===== config.mk =====
export PLATFORM = sky130hd
export DESIGN_NAME = ddr4_cmd_issuer
export DESIGN_NICKNAME = d
export VERILOG_FILES = /design/src/rtl/ddr4_cmd_issuer.sv
export SDC_FILE = /design/constraint.sdc
export NUM_CORES = 2
export LEC_CHECK = 0
export CAP_MARGIN = 0
export CORE_AREA = 8 8 472 474
export CTS_BUF_LIST = sky130_fd_sc_hd__clkbuf_16
export CTS_CLUSTER_DIAMETER = 120
export DETAILED_ROUTE_END_ITERATION = 8
export DIE_AREA = 0 0 480 482
export GPL_TIMING_DRIVEN = 0
export RECOVER_POWER = 50
export SETUP_SLACK_MARGIN = 0.1
export SYNTH_ARGS = -nofsm -noshare
export SYNTH_HDL_FRONTEND = slang
export SYNTH_SLANG_ARGS = --single-unit

===== constraint.sdc =====
create_clock -name clk -period 3.69 [get_ports clk]
set_input_delay 0.369 -clock clk [delete_from_list [all_inputs] [get_ports clk]]
set_output_delay 0.369 -clock clk [all_outputs]
set_load 0.1 [all_outputs]

===== src/rtl/ddr4_cmd_issuer.sv =====
// Host-side DDR4 command/data initiator: turns single-burst read/write requests
// into PRE/ACT/RD/WR sequences with per-bank open-row tracking and fixed DQ timing.
module ddr4_cmd_issuer #(
    parameter int BGWIDTH   = 2,
    parameter int BAWIDTH   = 2,
    parameter int ADDRWIDTH = 17,
    parameter int COLWIDTH  = 10,
    parameter int DQWIDTH   = 64,
    parameter int BL        = 8,
    parameter int TRP       = 4,
    parameter int TRCD      = 4,
    parameter int TCL       = 6,
    parameter int TCWL      = 5
) (
    input  logic                     clk,
    input  logic                     reset,
    input  logic                     req_valid,
    output logic                     req_ready,
    input  logic                     req_wr,
    input  logic [BGWIDTH-1:0]       req_bg,
    input  logic [BAWIDTH-1:0]       req_ba,
    input  logic [ADDRWIDTH-1:0]     req_row,
    input  logic [COLWIDTH-1:0]      req_col,
    input  logic [DQWIDTH*BL-1:0]    req_wdata,
    output logic [DQWIDTH*BL-1:0]    rdata,
    output logic                     rdata_valid,
    input  logic                     stall,
    output logic                     cs_n,
    output logic                     act_n,
    output logic [ADDRWIDTH-1:0]     A,
    output logic [BGWIDTH-1:0]       bg,
    output logic [BAWIDTH-1:0]       ba,
    output logic                     cke,
    output logic [DQWIDTH-1:0]       dq_o,
    output logic                     dq_oe,
    input  logic [DQWIDTH-1:0]       dq_i,
    output logic                     dqs_o
);

    localparam int BKW    = BGWIDTH + BAWIDTH;
    localparam int NBANK  = 1 << BKW;
    localparam int MAXT_A = (TRP > TRCD) ? TRP : TRCD;
    localparam int MAXT_B = (TCL > TCWL) ? TCL : TCWL;
    localparam int MAXT   = (MAXT_A > MAXT_B) ? MAXT_A : MAXT_B;
    localparam int CNTW   = $clog2(MAXT + 1);
    localparam int BEATW  = (BL > 1) ? $clog2(BL) : 1;
    // A16..A14 carry RAS_n/CAS_n/WE_n on non-ACT commands
    localparam int A_RAS  = 16;
    localparam int A_CAS  = 15;
    localparam int A_WE   = 14;

    typedef enum logic [2:0] {
        S_IDLE,
        S_PRE,
        S_WAIT_RP,
        S_ACT,
        S_WAIT_RCD,
        S_CAS,
        S_LAT,
        S_DATA
    } state_t;

    state_t                  state_reg, state_next;
    logic [CNTW-1:0]         cnt_reg, cnt_next;
    logic [BEATW-1:0]        beat_reg, beat_next;
    logic                    cke_reg;
    logic                    wr_reg;
    logic [BKW-1:0]          bank_reg;
    logic [ADDRWIDTH-1:0]    row_reg;
    logic [COLWIDTH-1:0]     col_reg;
    logic [DQWIDTH*BL-1:0]   wdata_reg;
    logic [DQWIDTH*BL-1:0]   rbuf_reg;
    logic [DQWIDTH*BL-1:0]   rdata_reg;
    logic [DQWIDTH*BL-1:0]   rcap;
    logic                    rdata_valid_reg;

    logic                    accept;
    logic                    cmd_issue;
    logic                    pre_issue;
    logic                    act_issue;
    logic                    rd_beat;
    logic [BKW-1:0]          req_bank;
    logic [NBANK-1:0]        valid_vec;
    logic [ADDRWIDTH-1:0]    open_row [NBANK];

    assign req_bank  = {req_bg, req_ba};
    assign req_ready = (state_reg == S_IDLE) && cke_reg;
    assign cmd_issue = !stall && ((state_reg == S_PRE) || (state_reg == S_ACT) || (state_reg == S_CAS));
    assign pre_issue = !stall && (state_reg == S_PRE);
    assign act_issue = !stall && (state_reg == S_ACT);
    assign rd_beat   = (state_reg == S_DATA) && !wr_reg;

    // Open-row table: one valid bit and row per {bg,ba}
    genvar gi;
    generate
        for (gi = 0; gi < NBANK; gi++) begin : g_bank
            logic                 valid_reg;
            logic [ADDRWIDTH-1:0] row_q_reg;
            always_ff @(posedge clk) begin
                if (reset) begin
                    valid_reg <= 1'b0;
                    row_q_reg <= '0;
                end else if (pre_issue && (bank_reg == BKW'(gi))) begin
                    valid_reg <= 1'b0;
                end else if (act_issue && (bank_reg == BKW'(gi))) begin
                    valid_reg <= 1'b1;
                    row_q_reg <= row_reg;
                end
            end
            assign valid_vec[gi] = valid_reg;
            assign open_row[gi]  = row_q_reg;
        end
    endgenerate

    always_comb begin
        state_next = state_reg;
        cnt_next   = cnt_reg;
        beat_next  = beat_reg;
        accept     = 1'b0;
        case (state_reg)
            S_IDLE: begin
                if (req_valid && req_ready) begin
                    accept = 1'b1;
                    if (!valid_vec[req_bank])
                        state_next = S_ACT;
                    else if (open_row[req_bank] == req_row)
                        state_next = S_CAS;
                    else
                        state_next = S_PRE;
                end
            end
            S_PRE: begin
                if (!stall) begin
                    if (TRP > 1) begin
                        state_next = S_WAIT_RP;
                        cnt_next   = CNTW'(TRP - 2);
                    end else begin
                        state_next = S_ACT;
                    end
                end
            end
            S_WAIT_RP: begin
                if (cnt_reg == '0)
                    state_next = S_ACT;
                else
                    cnt_next = cnt_reg - CNTW'(1);
            end
            S_ACT: begin
                if (!stall) begin
                    if (TRCD > 1) begin
                        state_next = S_WAIT_RCD;
                        cnt_next   = CNTW'(TRCD - 2);
                    end else begin
                        state_next = S_CAS;
                    end
                end
            end
            S_WAIT_RCD: begin
                if (cnt_reg == '0)
                    state_next = S_CAS;
                else
                    cnt_next = cnt_reg - CNTW'(1);
            end
            S_CAS: begin
                if (!stall) begin
                    beat_next = '0;
                    if (wr_reg) begin
                        if (TCWL > 1) begin
                            state_next = S_LAT;
                            cnt_next   = CNTW'(TCWL - 2);
                        end else begin
                            state_next = S_DATA;
                        end
                    end else begin
                        if (TCL > 1) begin
                            state_next = S_LAT;
                            cnt_next   = CNTW'(TCL - 2);
                        end else begin
                            state_next = S_DATA;
                        end
                    end
                end
            end
            S_LAT: begin
                if (cnt_reg == '0) begin
                    state_next = S_DATA;
                    beat_next  = '0;
                end else begin
                    cnt_next = cnt_reg - CNTW'(1);
                end
            end
            S_DATA: begin
                if (beat_reg == BEATW'(BL - 1))
                    state_next = S_IDLE;
                else
                    beat_next = beat_reg + BEATW'(1);
            end
            default: state_next = S_IDLE;
        endcase
    end

    // Read burst assembly: current beat merged into the partial buffer
    always_comb begin
        rcap = rbuf_reg;
        rcap[int'(beat_reg) * DQWIDTH +: DQWIDTH] = dq_i;
    end

    always_ff @(posedge clk) begin
        if (reset) begin
            state_reg       <= S_IDLE;
            cnt_reg         <= '0;
            beat_reg        <= '0;
            cke_reg         <= 1'b0;
            wr_reg          <= 1'b0;
            bank_reg        <= '0;
            row_reg         <= '0;
            col_reg         <= '0;
            wdata_reg       <= '0;
            rbuf_reg        <= '0;
            rdata_reg       <= '0;
            rdata_valid_reg <= 1'b0;
        end else begin
            state_reg       <= state_next;
            cnt_reg         <= cnt_next;
            beat_reg        <= beat_next;
            cke_reg         <= 1'b1;
            rdata_valid_reg <= 1'b0;
            if (accept) begin
                wr_reg    <= req_wr;
                bank_reg  <= req_bank;
                row_reg   <= req_row;
                col_reg   <= req_col;
                wdata_reg <= req_wdata;
            end
            if (rd_beat) begin
                rbuf_reg <= rcap;
                if (beat_reg == BEATW'(BL - 1)) begin
                    rdata_reg       <= rcap;
                    rdata_valid_reg <= 1'b1;
                end
            end
        end
    end

    // Command bus: driven only on the cycle a command actually issues
    always_comb begin
        cs_n  = 1'b1;
        act_n = 1'b1;
        A     = '0;
        bg    = '0;
        ba    = '0;
        if (cmd_issue) begin
            cs_n = 1'b0;
            bg   = bank_reg[BKW-1 -: BGWIDTH];
            ba   = bank_reg[BAWIDTH-1:0];
            case (state_reg)
                S_ACT: begin
                    act_n = 1'b0;
                    A     = row_reg;
                end
                S_PRE: A[A_CAS] = 1'b1;
                S_CAS: begin
                    A[A_RAS]          = 1'b1;
                    A[A_WE]           = ~wr_reg;
                    A[COLWIDTH-1:0]   = col_reg;
                end
                default: A = '0;
            endcase
        end
    end

    assign cke         = cke_reg;
    assign rdata       = rdata_reg;
    assign rdata_valid = rdata_valid_reg;
    assign dq_oe       = (state_reg == S_DATA) && wr_reg;
    assign dq_o        = dq_oe ? wdata_reg[int'(beat_reg) * DQWIDTH +: DQWIDTH] : '0;
    assign dqs_o       = dq_oe && !beat_reg[0];

endmodule


* Yosys cells after proc, flatten, opt, wreduce, memory -nomap -nowiden
Cells that the tools add are included. Widths: inputs -> output; s select.
Word-level totals: register bits 1867, output and inout port bits 604
Operators by class: bitwise gates (word level) 19, eq/ne operators 35, shift-type cells 3, add/sub/neg operators 3, reductions and logical operators 89, mux-type cells 41, magnitude comparators 2
Operators by type and width (count):
- $bwmux 512 | 1
- $shift 64x33->512 const A | 1
- $shiftx 512x10->64 | 1
- $shiftx 64x33->512 | 1
- $bmux 17 s4 | 1
- $mux 64 | 1
- $mux 17 | 3
- $mux 3 | 16
- $logic_and 1x1->1 | 40
- $reduce_or 2->1 | 18
- $reduce_and 2->1 | 17
- $neg 9->33 | 1
- $eq 4x4->1 const B | 8
- $pmux 3 s8 | 1
- $pmux 10 s2 | 1
- $ne 2x2->1 const B | 9
- $not 1->1 | 18
- $pmux 3 s3 | 2
- $eq 17x17->1 | 1
- $eq 4x3->1 const B | 4
- $eq 3x3->1 const B | 5
- $eq 4x2->1 const B | 2
- $mux 1 | 8
- $reduce_and 4->1 | 2
- other kinds (20) | 30

* Longest topological paths before layout
word-level depth 9, depth in mapped cells 14, depth with buffers taken out 9

* Least setup slack after synthesis
No wires, ideal clock.
kind register -> register, from register cke_reg (netlist: cke), to register wdata_reg[389], setup time 132 ps, data arrival time 5608 ps, buffers on the path 3, cell stages (with the launch flop) 8, setup slack -2051 ps, path through dfxtp_1 -> nor4b_1 -> nand2_1 -> clkbuf_1 -> clkbuf_1 -> clkbuf_1 -> nand2_1 -> a21oi_1
On the way: word-level cells in the longest chain between the ends 4
Ends and longest elaborated chain:
- start, declared | line 66 | logic cke_reg;
- start signal, assigned | line 213 | cke_reg <= 1'b0;
- start signal, assigned | line 226 | cke_reg <= 1'b1;
- $logic_and 1x1->1 | line 87 | assign req_ready = (state_reg == S_IDLE) && cke_reg;
- net req_ready | line 18 | output logic req_ready,
- $logic_and 1x1->1 | line 122 | if (req_valid && req_ready) begin
- $mux 1 | line 122
- $mux 1 | line 120 | case (state_reg)
- end signal, assigned | line 233 | wdata_reg <= req_wdata;
- end, declared | line 71 | logic [DQWIDTH*BL-1:0] wdata_reg;
The timed path passes the listed nets, and every way through them passes these cells. A chain may end at the register's enable or synchronous reset.

* Worst setup path after layout
from register cke_reg (netlist: cke), to register wdata_reg[139]
On the way: word-level cells in the longest chain between the ends 4
Ends and longest elaborated chain (line):
- $logic_and 1x1->1 | 87
- $logic_and 1x1->1 | 122
- $mux 1 | 122
- $mux 1 | 120
Every way passes these cells.

==> impl_metrics.yaml <==
logic_synthesis:
  synth_simple_gate_area_share: 0.188
  synth_top_area_frac: 0.491
  async_flop_share: 0
  ys_seq_area_frac: 0.491
  yosysWarnings: 0
  syn-mean-instance-area_um2: 8.40
  ys.flop_type: "dfxtp_1"
  synth_compound_area_frac: 0.188
  synth.area.top_cells: "dfxtp_1, nand2_1, a21oi_1"
  synth_fa_ha_area_frac: 0.00148
  synth_nets: 9682
  synth_edf_count: 0
  ys_seq_elements: 1867
  synthMuxAreaShare: 0.0802
  synth_area_um2: 76100
  synth_top_family_by_area: "simple AND/OR/NAND/NOR gates"
  syn_inst: 9061
  ys_types: 53
  yosysTopAreaCell: "dfxtp_1"
  synth_xor_area_frac: 0.00229
drt:
  viasPerCell: 5.62
  dr.pass1.iters: 9
  drc: 0
  wire_per_inst_um: 29.8
  drt_iter0_drc: 7598
  vias: 76274
  ant_nets: 0
  wl_mm: 404
sta:
  hold_viol: 0
  skew_ns: 0.0436
  finalSetupViolCount: 0
  timing.fmax_mhz: 277
  fin_ws_ns: 0.0837
  tightest_slew_ns: 1.76
  period_needed_ns: 3.61
  timing.hold.ws_ns: 0.0685
  slew_violations: 55
  max_slew_margin: -0.176
  period_share: 0.977
  rsz0062_at_grt: "yes"
flow_run:
  cap_violations: 8
power_and_ir_drop:
  leakage_nw: 35.4
  seqPwrFrac: 0.453
  peakVddDrop_mv: 0.508
  p_int_w: 0.0339
  p_sw_frac: 0.275
  clkPwrFrac: 0.443
  power_frac_comb: 0.104
  p_sw_w: 0.0129
  p_per_area_nw_per_um2: 471
cts:
  clk_latency_ns: 0.88
  cts_htree_levels: 4
  clk_path_buf_depth: 3
  cts_tree: "done"
  clkTransAtPathRegs_ns: 0.07
  clockRootBuffer: "clkbuf_16"
  cts_buffers: 202
  clock_sinks: 1867
worst_setup_path:
  critical_path_buf_inv_count: 3
  r2r_end: "wdata_reg[139]"
  critPathTopFamily: "buffers and inverters"
  critPathSlowestCell: "clkbuf_1"
  worst_setup_path_start_kind: "register"
  crit_type: "reg2reg"
  cp-end-kind: "register"
  cp.depth: 7
  worstReg2RegStart: "cke"
  crit_end: "wdata_reg[139]"
  worst_path_largest_cell_delay_ns: 0.88
  arrival_ns: 4.41
  worstRegToRegCells: 7
  critPathMostFrequentCell: "clkbuf_1"
  cp_data_required_time_ns: 4.50
  worstSetupStartpoint: "cke"
  crit_chain: "nor4b_4, and2_1, clkbuf_1, clkbuf_1, clkbuf_1, nand2_1, a21oi_1"
  path_max_fanout: 10
  r2r_slack_ns: 0.08
hold_path:
  min_delay_path_depth: 3
  hp-class: "in2reg"
  holdCritStartpoint: "req_wdata[243]"
cells_and_area:
  area_growth_syn_to_layout_pct: 30.5
  postLayoutCellArea_um2: 99300
  nFillCells: 21163
  layout.nets: 11125
  drive_gt1_frac: 0.0776
  seqCellArea_um2: 37400
  multi_input_area_um2: 35200
floorplan:
  initial_core_util: 0.353
  rows: 171
  dieArea_um2: 231000
  die_h_um: 482
  die_width_um: 480
  boundaryPins: 1216
  core_area_um2: 216000
global_route:
  antenna_found_initial: 107
  overflow: 0
  grt_pass1_vias: 73900
  grtUsageTotal: 0.330
  grt_pass1_wl_mm: 550
  grt_max_degree: 17
outcome:
  violations: "max-capacitance violations, max-slew violations"
  status: "finished with violations"
place:
  dp_slack_ns: -2.42
  portBuffers: 1146
  gp_congestion: 1.03
  placed_area_um2: 91200
  hpwlAfterDp_mm: 319
==> cells by family (layout without fill, tap and decap cells) <==
logic type | count (synthesis) | count (layout)
buffers and inverters | 929 | 2540
adder cells (fa/ha/maj) | 9 | 9
AO/OA/AOI/OAI | 2377 | 2377
AND/OR/NAND/NOR | 3498 | 3498
flip-flops | 1867 | 1867
other | 0 | 57
multiplexers | 362 | 362
XOR/XNOR | 19 | 19
==> placed cells by master, fill, tap and decap left out, drive strengths merged, types with 2 or more instances in the layout <==
master         count
a211oi           914
a21oi           1409
a22oi             15
a311oi             4
a31oi              3
and2              21
and3             387
buf              187
bufinv            21
clkbuf          1010
clkdlybuf4s15     12
clkdlybuf4s50    542
clkinv            91
clkinvlp          16
dfxtp           1867
diode             57
dlygate4sd2        2
dlygate4sd3      605
ha                 9
inv               53
mux2              12
mux2i            156
mux4             194
nand2           2062
nand2b             7
nand3             11
nor2             962
nor2b             12
nor3              15
nor3b              3
nor4               4
nor4b              3
o211ai             2
o21ai             17
o22ai              6
or2                6
xnor2             12
xor2               7
==> worst min path at each step <==
stage                               to  slack [ns]
2_1_floorplan  g_bank[10].row_q_reg[3]        0.43
3_3_place_gp    g_bank[8].row_q_reg[9]        0.44
3_5_place_dp   g_bank[6].row_q_reg[10]        0.44
4_1_cts                 wdata_reg[177]      0.0003
5_1_grt                 wdata_reg[348]        0.04
6_report                wdata_reg[243]        0.07
==> cells in the mapped netlist, types with 11 or more instances <==
cell type / count
nand2_1: 2062
dfxtp_1: 1867
a21oi_1: 1409
nor2_1: 962
a211oi_1: 913
clkbuf_1: 772
and3_1: 387
mux4_2: 184
mux2i_1: 156
buf_2: 102
buf_1: 29
and2_1: 21
a22oi_1: 15
o21ai_0: 15
inv_1: 12
nor2b_1: 12
xnor2_1: 12
nand3_1: 11
==> per-stage QoR <==
stage	power, W	utilization	setup TNS [ns]	instances
floorplan	0.0237	-	0	9061
global placement	0.0262	0.423	-2140.34	13061
detailed placement	0.0263	0.423	-2197.76	13064
CTS	0.0469	0.459	0	13525
global route	0.0480	0.460	0	13548
finish	0.0468	0.460	0	13583
==> per-layer routing <==
| metal | part of all wire | up-vias | routed length [um] | GRT usage |
|---|---|---|---|---|
| li1 | - | 34253 | - | - |
| met1 | 0.36 | 36882 | 144000 | 0.364 |
| met2 | 0.45 | 3997 | 184000 | 0.536 |
| met3 | 0.085 | 1114 | 34400 | 0.0793 |
| met4 | 0.10 | 28 | 41700 | 0.283 |
| met5 | 0.00041 | - | 167 | 0 |
==> power by group through the flow <==
stage | logic (W) | registers, W | clock network [W]
after floorplan | 0.00233 | 0.0214 | 0
after global placement | 0.00465 | 0.0216 | 0
after detailed placement | 0.00469 | 0.0216 | 0
after CTS | 0.00480 | 0.0212 | 0.0209
after global routing | 0.00510 | 0.0212 | 0.0217
final | 0.00488 | 0.0212 | 0.0207
==> layout make-up <==
class	instances	area share
buffer	913	0.0395
tap	2854	0.0360
sequential	1867	0.377
inverter	14	0.000529
antenna	57	0.00144
multi-input combinational	6265	0.355
timing repair buffer	1241	0.124
clock inverter	167	0.0153
clock buffer	205	0.0517
==> repair_timing <==
| item | CTS | global route |
|---|---|---|
| buffers inserted | 0 | 1 |
| gates cloned | 0 | 0 |
| setup endpoints to repair | 1216 | 786 |
| hold buffers | 91 | 0 |
| pin swaps | 0 | 1 |
| gates resized for setup | 630 | 117 |
| hold endpoints to repair | 91 | 0 |
==> worst min-delay path: cells and delay by family <==
kind | cells | cell delay [ns]
simple gates | 1 | 0.06
buf+inv | 1 | 0.40
compound gates | 1 | 0.05
Note: power is estimated with default switching activity, not from simulation.
